File: config.mk
export PLATFORM = sky130hd
export DESIGN_NAME = riscv_dift_ex_tag_unit
export DESIGN_NICKNAME = d
export VERILOG_FILES = /design/src/rtl/riscv_defines.sv /design/src/rtl/riscv_tag_prop_param.sv /design/src/rtl/riscv_dift_ex_tag_unit.sv
export SDC_FILE = /design/constraint.sdc
export NUM_CORES = 1
export LEC_CHECK = 0
export ABC_AREA = 1
export ABC_CLOCK_PERIOD_IN_PS = 1100
export CAP_MARGIN = 20
export CORE_MARGIN = 8
export CORE_UTILIZATION = 25
export CTS_BUF_LIST = sky130_fd_sc_hd__clkbuf_4
export CTS_CLUSTER_DIAMETER = 50
export DETAILED_ROUTE_END_ITERATION = 12
export PLACE_DENSITY = 0.69
export SETUP_SLACK_MARGIN = 0.2
export SLEW_MARGIN = 20
export SYNTH_ARGS = -nofsm -noshare
export SYNTH_HDL_FRONTEND = slang
export SYNTH_SLANG_ARGS = --single-unit
File: constraint.sdc
create_clock -name clk -period 1.1 [get_ports clk]
set_input_delay 0.165 -clock clk [delete_from_list [all_inputs] [get_ports clk]]
set_output_delay 0.165 -clock clk [all_outputs]
set_load 0.1 [all_outputs]
File: src/rtl/riscv_defines.sv
// Shared encodings for the DIFT execute-stage tag unit: propagation modes,
// exception FSM states and violation cause bit positions.
package riscv_defines;

  typedef enum logic [1:0] {
    MODE_AND  = 2'd0,
    MODE_OR   = 2'd1,
    MODE_CLR  = 2'd2,
    MODE_KEEP = 2'd3
  } tag_mode_e;

  typedef enum logic {
    ST_IDLE    = 1'b0,
    ST_PENDING = 1'b1
  } exc_state_e;

  localparam int CAUSE_S1 = 0;
  localparam int CAUSE_S2 = 1;
  localparam int CAUSE_D  = 2;

endpackage

File: src/rtl/riscv_tag_prop_param.sv
// Combines two operand tags according to the propagation mode and reports
// whether the result carries any taint.
module riscv_tag_prop_param
  import riscv_defines::*;
#(
  parameter int TAG_WIDTH = 1
) (
  input  logic [1:0]           mode_i,
  input  logic [TAG_WIDTH-1:0] tag_a_i,
  input  logic [TAG_WIDTH-1:0] tag_b_i,
  output logic [TAG_WIDTH-1:0] res_o,
  output logic                 prop_en_o,
  output logic                 taint_o
);

  always_comb begin
    res_o = '0;
    case (tag_mode_e'(mode_i))
      MODE_AND:  res_o = tag_a_i & tag_b_i;
      MODE_OR:   res_o = tag_a_i | tag_b_i;
      MODE_CLR:  res_o = '0;
      MODE_KEEP: res_o = tag_a_i;
      default:   res_o = '0;
    endcase
  end

  assign prop_en_o = (tag_mode_e'(mode_i) != MODE_KEEP);
  assign taint_o   = |res_o;

endmodule

File: src/rtl/riscv_dift_ex_tag_unit.sv
// DIFT execute-stage tag unit: tag propagation, tag-check exceptions and
// load rs1 tag capture. DIFT_VIOL_CNT_EN adds a saturating violation counter.
module riscv_dift_ex_tag_unit
  import riscv_defines::*;
#(
  parameter int TAG_WIDTH = 1,
  parameter int CNT_WIDTH = 16
) (
  input  logic                 clk,
  input  logic                 rst_n,
  input  logic                 valid_i,
  output logic                 ready_o,
  input  logic [1:0]           mode_i,
  input  logic [TAG_WIDTH-1:0] tag_a_i,
  input  logic [TAG_WIDTH-1:0] tag_b_i,
  input  logic [TAG_WIDTH-1:0] tag_c_i,
  input  logic                 check_s1_i,
  input  logic                 check_s2_i,
  input  logic                 check_d_i,
  input  logic                 register_set_i,
  input  logic                 memory_set_i,
  input  logic                 is_load_i,
  input  logic                 is_store_i,
  input  logic                 rf_we_i,
  input  logic [4:0]           waddr_i,
  input  logic                 cmp_result_i,
  output logic [TAG_WIDTH-1:0] rf_tag_o,
  output logic [TAG_WIDTH-1:0] mem_tag_o,
  output logic [TAG_WIDTH-1:0] pc_tag_o,
  output logic                 rf_tag_we_o,
  output logic                 mem_tag_we_o,
  output logic                 pc_tag_we_o,
  output logic [4:0]           rf_tag_waddr_o,
  output logic [TAG_WIDTH-1:0] load_rs1_tag_o,
  output logic                 exc_valid_o,
  output logic [2:0]           exc_cause_o,
  output logic [4:0]           exc_waddr_o,
  input  logic                 exc_ack_i,
`ifdef DIFT_VIOL_CNT_EN
  input  logic                 cnt_clr_i,
`endif
  output logic [CNT_WIDTH-1:0] viol_cnt_o
);

  localparam logic [TAG_WIDTH-1:0] TAG_ONES = {TAG_WIDTH{1'b1}};

  logic [TAG_WIDTH-1:0] res;
  logic                 prop_en;
  logic                 taint;
  logic                 transfer;
  logic                 c_tainted;
  logic [2:0]           viol;
  exc_state_e           state;

  riscv_tag_prop_param #(
    .TAG_WIDTH (TAG_WIDTH)
  ) u_prop (
    .mode_i    (mode_i),
    .tag_a_i   (tag_a_i),
    .tag_b_i   (tag_b_i),
    .res_o     (res),
    .prop_en_o (prop_en),
    .taint_o   (taint)
  );

  assign ready_o  = (state == ST_IDLE);
  assign transfer = valid_i & ready_o;

  assign rf_tag_o       = register_set_i ? TAG_ONES : res;
  assign rf_tag_we_o    = transfer & rf_we_i & (register_set_i | prop_en);
  assign rf_tag_waddr_o = waddr_i;
  assign mem_tag_o      = memory_set_i ? TAG_ONES : res;
  assign mem_tag_we_o   = transfer & is_store_i & (memory_set_i | prop_en);

  // A tainted branch condition tag overrides the operand result on the PC.
  assign c_tainted   = |tag_c_i;
  assign pc_tag_we_o = cmp_result_i & (c_tainted | taint);
  assign pc_tag_o    = c_tainted ? tag_c_i : res;

  // Loads write their destination tag from memory later, so no d-check here.
  assign viol[CAUSE_D]  = check_d_i & ~is_load_i & (|rf_tag_o);
  assign viol[CAUSE_S2] = check_s2_i & (|tag_b_i);
  assign viol[CAUSE_S1] = check_s1_i & (|tag_a_i);

  always_ff @(posedge clk or negedge rst_n) begin
    if (!rst_n) begin
      state       <= ST_IDLE;
      exc_valid_o <= 1'b0;
      exc_cause_o <= '0;
      exc_waddr_o <= '0;
    end else begin
      case (state)
        ST_IDLE: begin
          if (transfer && (viol != 3'b000)) begin
            state       <= ST_PENDING;
            exc_valid_o <= 1'b1;
            exc_cause_o <= viol;
            exc_waddr_o <= waddr_i;
          end
        end
        ST_PENDING: begin
          if (exc_ack_i) begin
            state       <= ST_IDLE;
            exc_valid_o <= 1'b0;
          end
        end
        default: begin
          state       <= ST_IDLE;
          exc_valid_o <= 1'b0;
        end
      endcase
    end
  end

  always_ff @(posedge clk or negedge rst_n) begin
    if (!rst_n) begin
      load_rs1_tag_o <= '0;
    end else if (transfer && is_load_i) begin
      load_rs1_tag_o <= tag_a_i;
    end
  end

`ifdef DIFT_VIOL_CNT_EN
  logic [CNT_WIDTH-1:0] viol_cnt_q;

  always_ff @(posedge clk or negedge rst_n) begin
    if (!rst_n) begin
      viol_cnt_q <= '0;
    end else if (cnt_clr_i) begin
      viol_cnt_q <= '0;
    end else if (transfer && (viol != 3'b000) && (viol_cnt_q != {CNT_WIDTH{1'b1}})) begin
      viol_cnt_q <= viol_cnt_q + CNT_WIDTH'(1);
    end
  end

  assign viol_cnt_o = viol_cnt_q;
`else
  assign viol_cnt_o = '0;
`endif

endmodule

==> metrics <==
initial antenna violation count=0; Worst Skew=between 0.002 and 0.0025 ns; Layout Cells excl Fill=190; WP data required=0.94 ns; hold bufs inserted after CTS=0; Fin Setup TNS=-1.974 ns; PnR worst setup slack=-0.1986 ns; maxcap violations=0; Area Growth Syn to Fin=120.9%; synthesized area per cell=7.907 µm²; ant diodes=0; Cell Count Post-Placement=182; 1st-iter DRT viols=25; Finished Cell Area=1694 µm²; GRT Util Overall=between 10% and 20%; post-synth cell types=17; post-DP HPWL=2.101 mm; Final ANT Viol Nets=0; Routed WL=between 2 and 3 mm; Max Slew Vio Count=0; Initial Util=25.76%; Peak VDD IR=around 850 µV; largest net degree at the start of global routing=12; die width=just over 70 µm; drt drc=0; failing checks=setup timing; CP arrival=roughly 1.1 ns; commonest non-fill, non-tap cell in the layout=buf_12; CTS max path bufs=2; IO Port Bufs=44; Setup CP Type=in2out; Reg clk slew, reported paths=~0.070 ns; top cell type's share of synthesized area=35.89%; Critical Path Fanout Max=1; leakage=about 0.84 nW; H-tree depth=1; CTS Buf Count=3; Root Buffer=clkbuf_4; CORE AREA=2978 µm²; Cell Area, Synth=between 700 and 800 µm²; sequential fraction of the synthesis area=35.89%; commonest cells after routing, fill and taps aside=24 x buf_12, 23 x nand2_1, 16 x conb_1; fmax=770.1 MHz; Via-to-Cell Ratio=4.142; Sink Count=11; layout cells sized above 1=a little over half; Final setup viols=16; CP Capture Type=output port; CTS tree=done; status=complete, but fails checks; Total Power=between 0.003 and 0.004 W; RD Place Congestion=0.7414; Tmin final=1.299 ns; Pwr Density=1871 nW/µm²; first-pass GRT wire length=4.209 mm; HP Class=in2reg; grt ovf=0; top area cells in the synthesized netlist=dfrtp_1 36%, buf_4 21%, nand2_1 12%; DP Area=1564 µm²; flip-flop and latch count after synthesis=11; Vert. Die Dim=a little over 70 µm; final worst-path cycle share=118.1%; final net count=181; drt pass-1 iters=4; CP Launch Type=input port; worst skew pair latency=0.26 ns; cell taking the most area after synthesis=dfrtp_1; DR WL/cell=around 14 µm; setup repair after global routing missed its margin=yes; Boundary Pins=between 60 and 70; Gate Count Post-Synth=97; Die ar.=~5000 µm²; via count=787; vias in the first global route=836; synth warn=0; Hold Violations, Final=0; FP Rows=20
-- synthesized netlist by cell type --
cell and instances:
nand2_1 25, buf_4 21, dfrtp_1 11, nand3_1 9, inv_2 7, inv_1 5
o21ai_0 4, nand2_2 3, nand2_4 3, nor2_1 2, conb_1 1, nand3_4 1
nor2_2 1, nor2_4 1, o21ai_4 1, or2_1 1, or2_4 1
-- routing by layer --
layer / track usage (%) / up-vias / part of all wire [%]
met3: 4.603 / 0 / 9.7
met1: 11.89 / 366 / 40
li1: - / 381 / -
met4: 2.079 / 0 / 0
met2: 17.04 / 40 / 51
met5: 0 / - / 0
-- per-stage QoR --
stage                     worst slack, ns  hold WS (ns)  util (%)
final                             -0.1986        0.1571     56.89
after detailed placement          -0.6762        0.4882     52.52
after CTS                         -0.2234        0.1706     55.29
after global placement            -0.6303        0.4787     52.52
after global routing              -0.2410        0.1479     56.89
after floorplan                   -0.2503       -0.1306         -
-- cells by family (layout without fill, tap and decap cells) --
kind of cell,count (synthesis),after routing,synth area share (%)
and+or+nand+nor,47,48,32.46
DFF,11,11,35.89
buffers and inverters,33,77,26.43
other,1,16,0.4889
AOI/OAI and AO/OA,5,5,4.732
-- path summary, 6_finish.rpt --
check | end | depth (start not counted) | startpoint | slack (ns)
max | rf_tag_we_o | 5 | rf_we_i | -0.20
min | load_rs1_tag_o | 3 | tag_a_i | 0.16
max reg2reg | exc_waddr_o[2] | 8 | state | -0.15
min reg2reg | exc_cause_o[2] | 2 | exc_cause_o[2] | 0.54
max in group asynchronous | load_rs1_tag_o | 2 | rst_n | 0.73
min in group asynchronous | exc_valid_o | 2 | rst_n | 0.20
-- flip-flops by register name (all words and copies together) (netlist names) --
signal	cells
exc_waddr_o	5
exc_valid_o	1
state	1
exc_cause_o	3
load_rs1_tag_o	1
-- repair_timing --
item | in CTS | in global routing
gates cloned | 1 | 0
resized for setup | 42 | 14
buffers inserted | 2 | 1
pin swaps | 8 | 5
setup endpoints to repair | 33 | 28
-- critical path: stages --
cell             delay (ns)
clkdlybuf4s50_1        0.46
o21ai_0                0.08
buf_4                  0.14
nor2_4                 0.11
buf_12                 0.18
-- power breakdown --
group	leakage (nW)	switching [W]	internal, W
registers	0.124	0.000118	0.000526
clock network	0.0184	0.000136	0.000165
logic	0.696	0.00149	0.000734
-- final cells by class --
class                   count  area, µm²
fillers                   252       1284
repair buffers             61      830.8
flip-flops and latches     11      287.8
multi-input cells          69      421.7
inverters                  12      82.58
well taps                  33      41.29
clock buffers               4      30.03
Note: power is estimated with default switching activity, not from simulation.
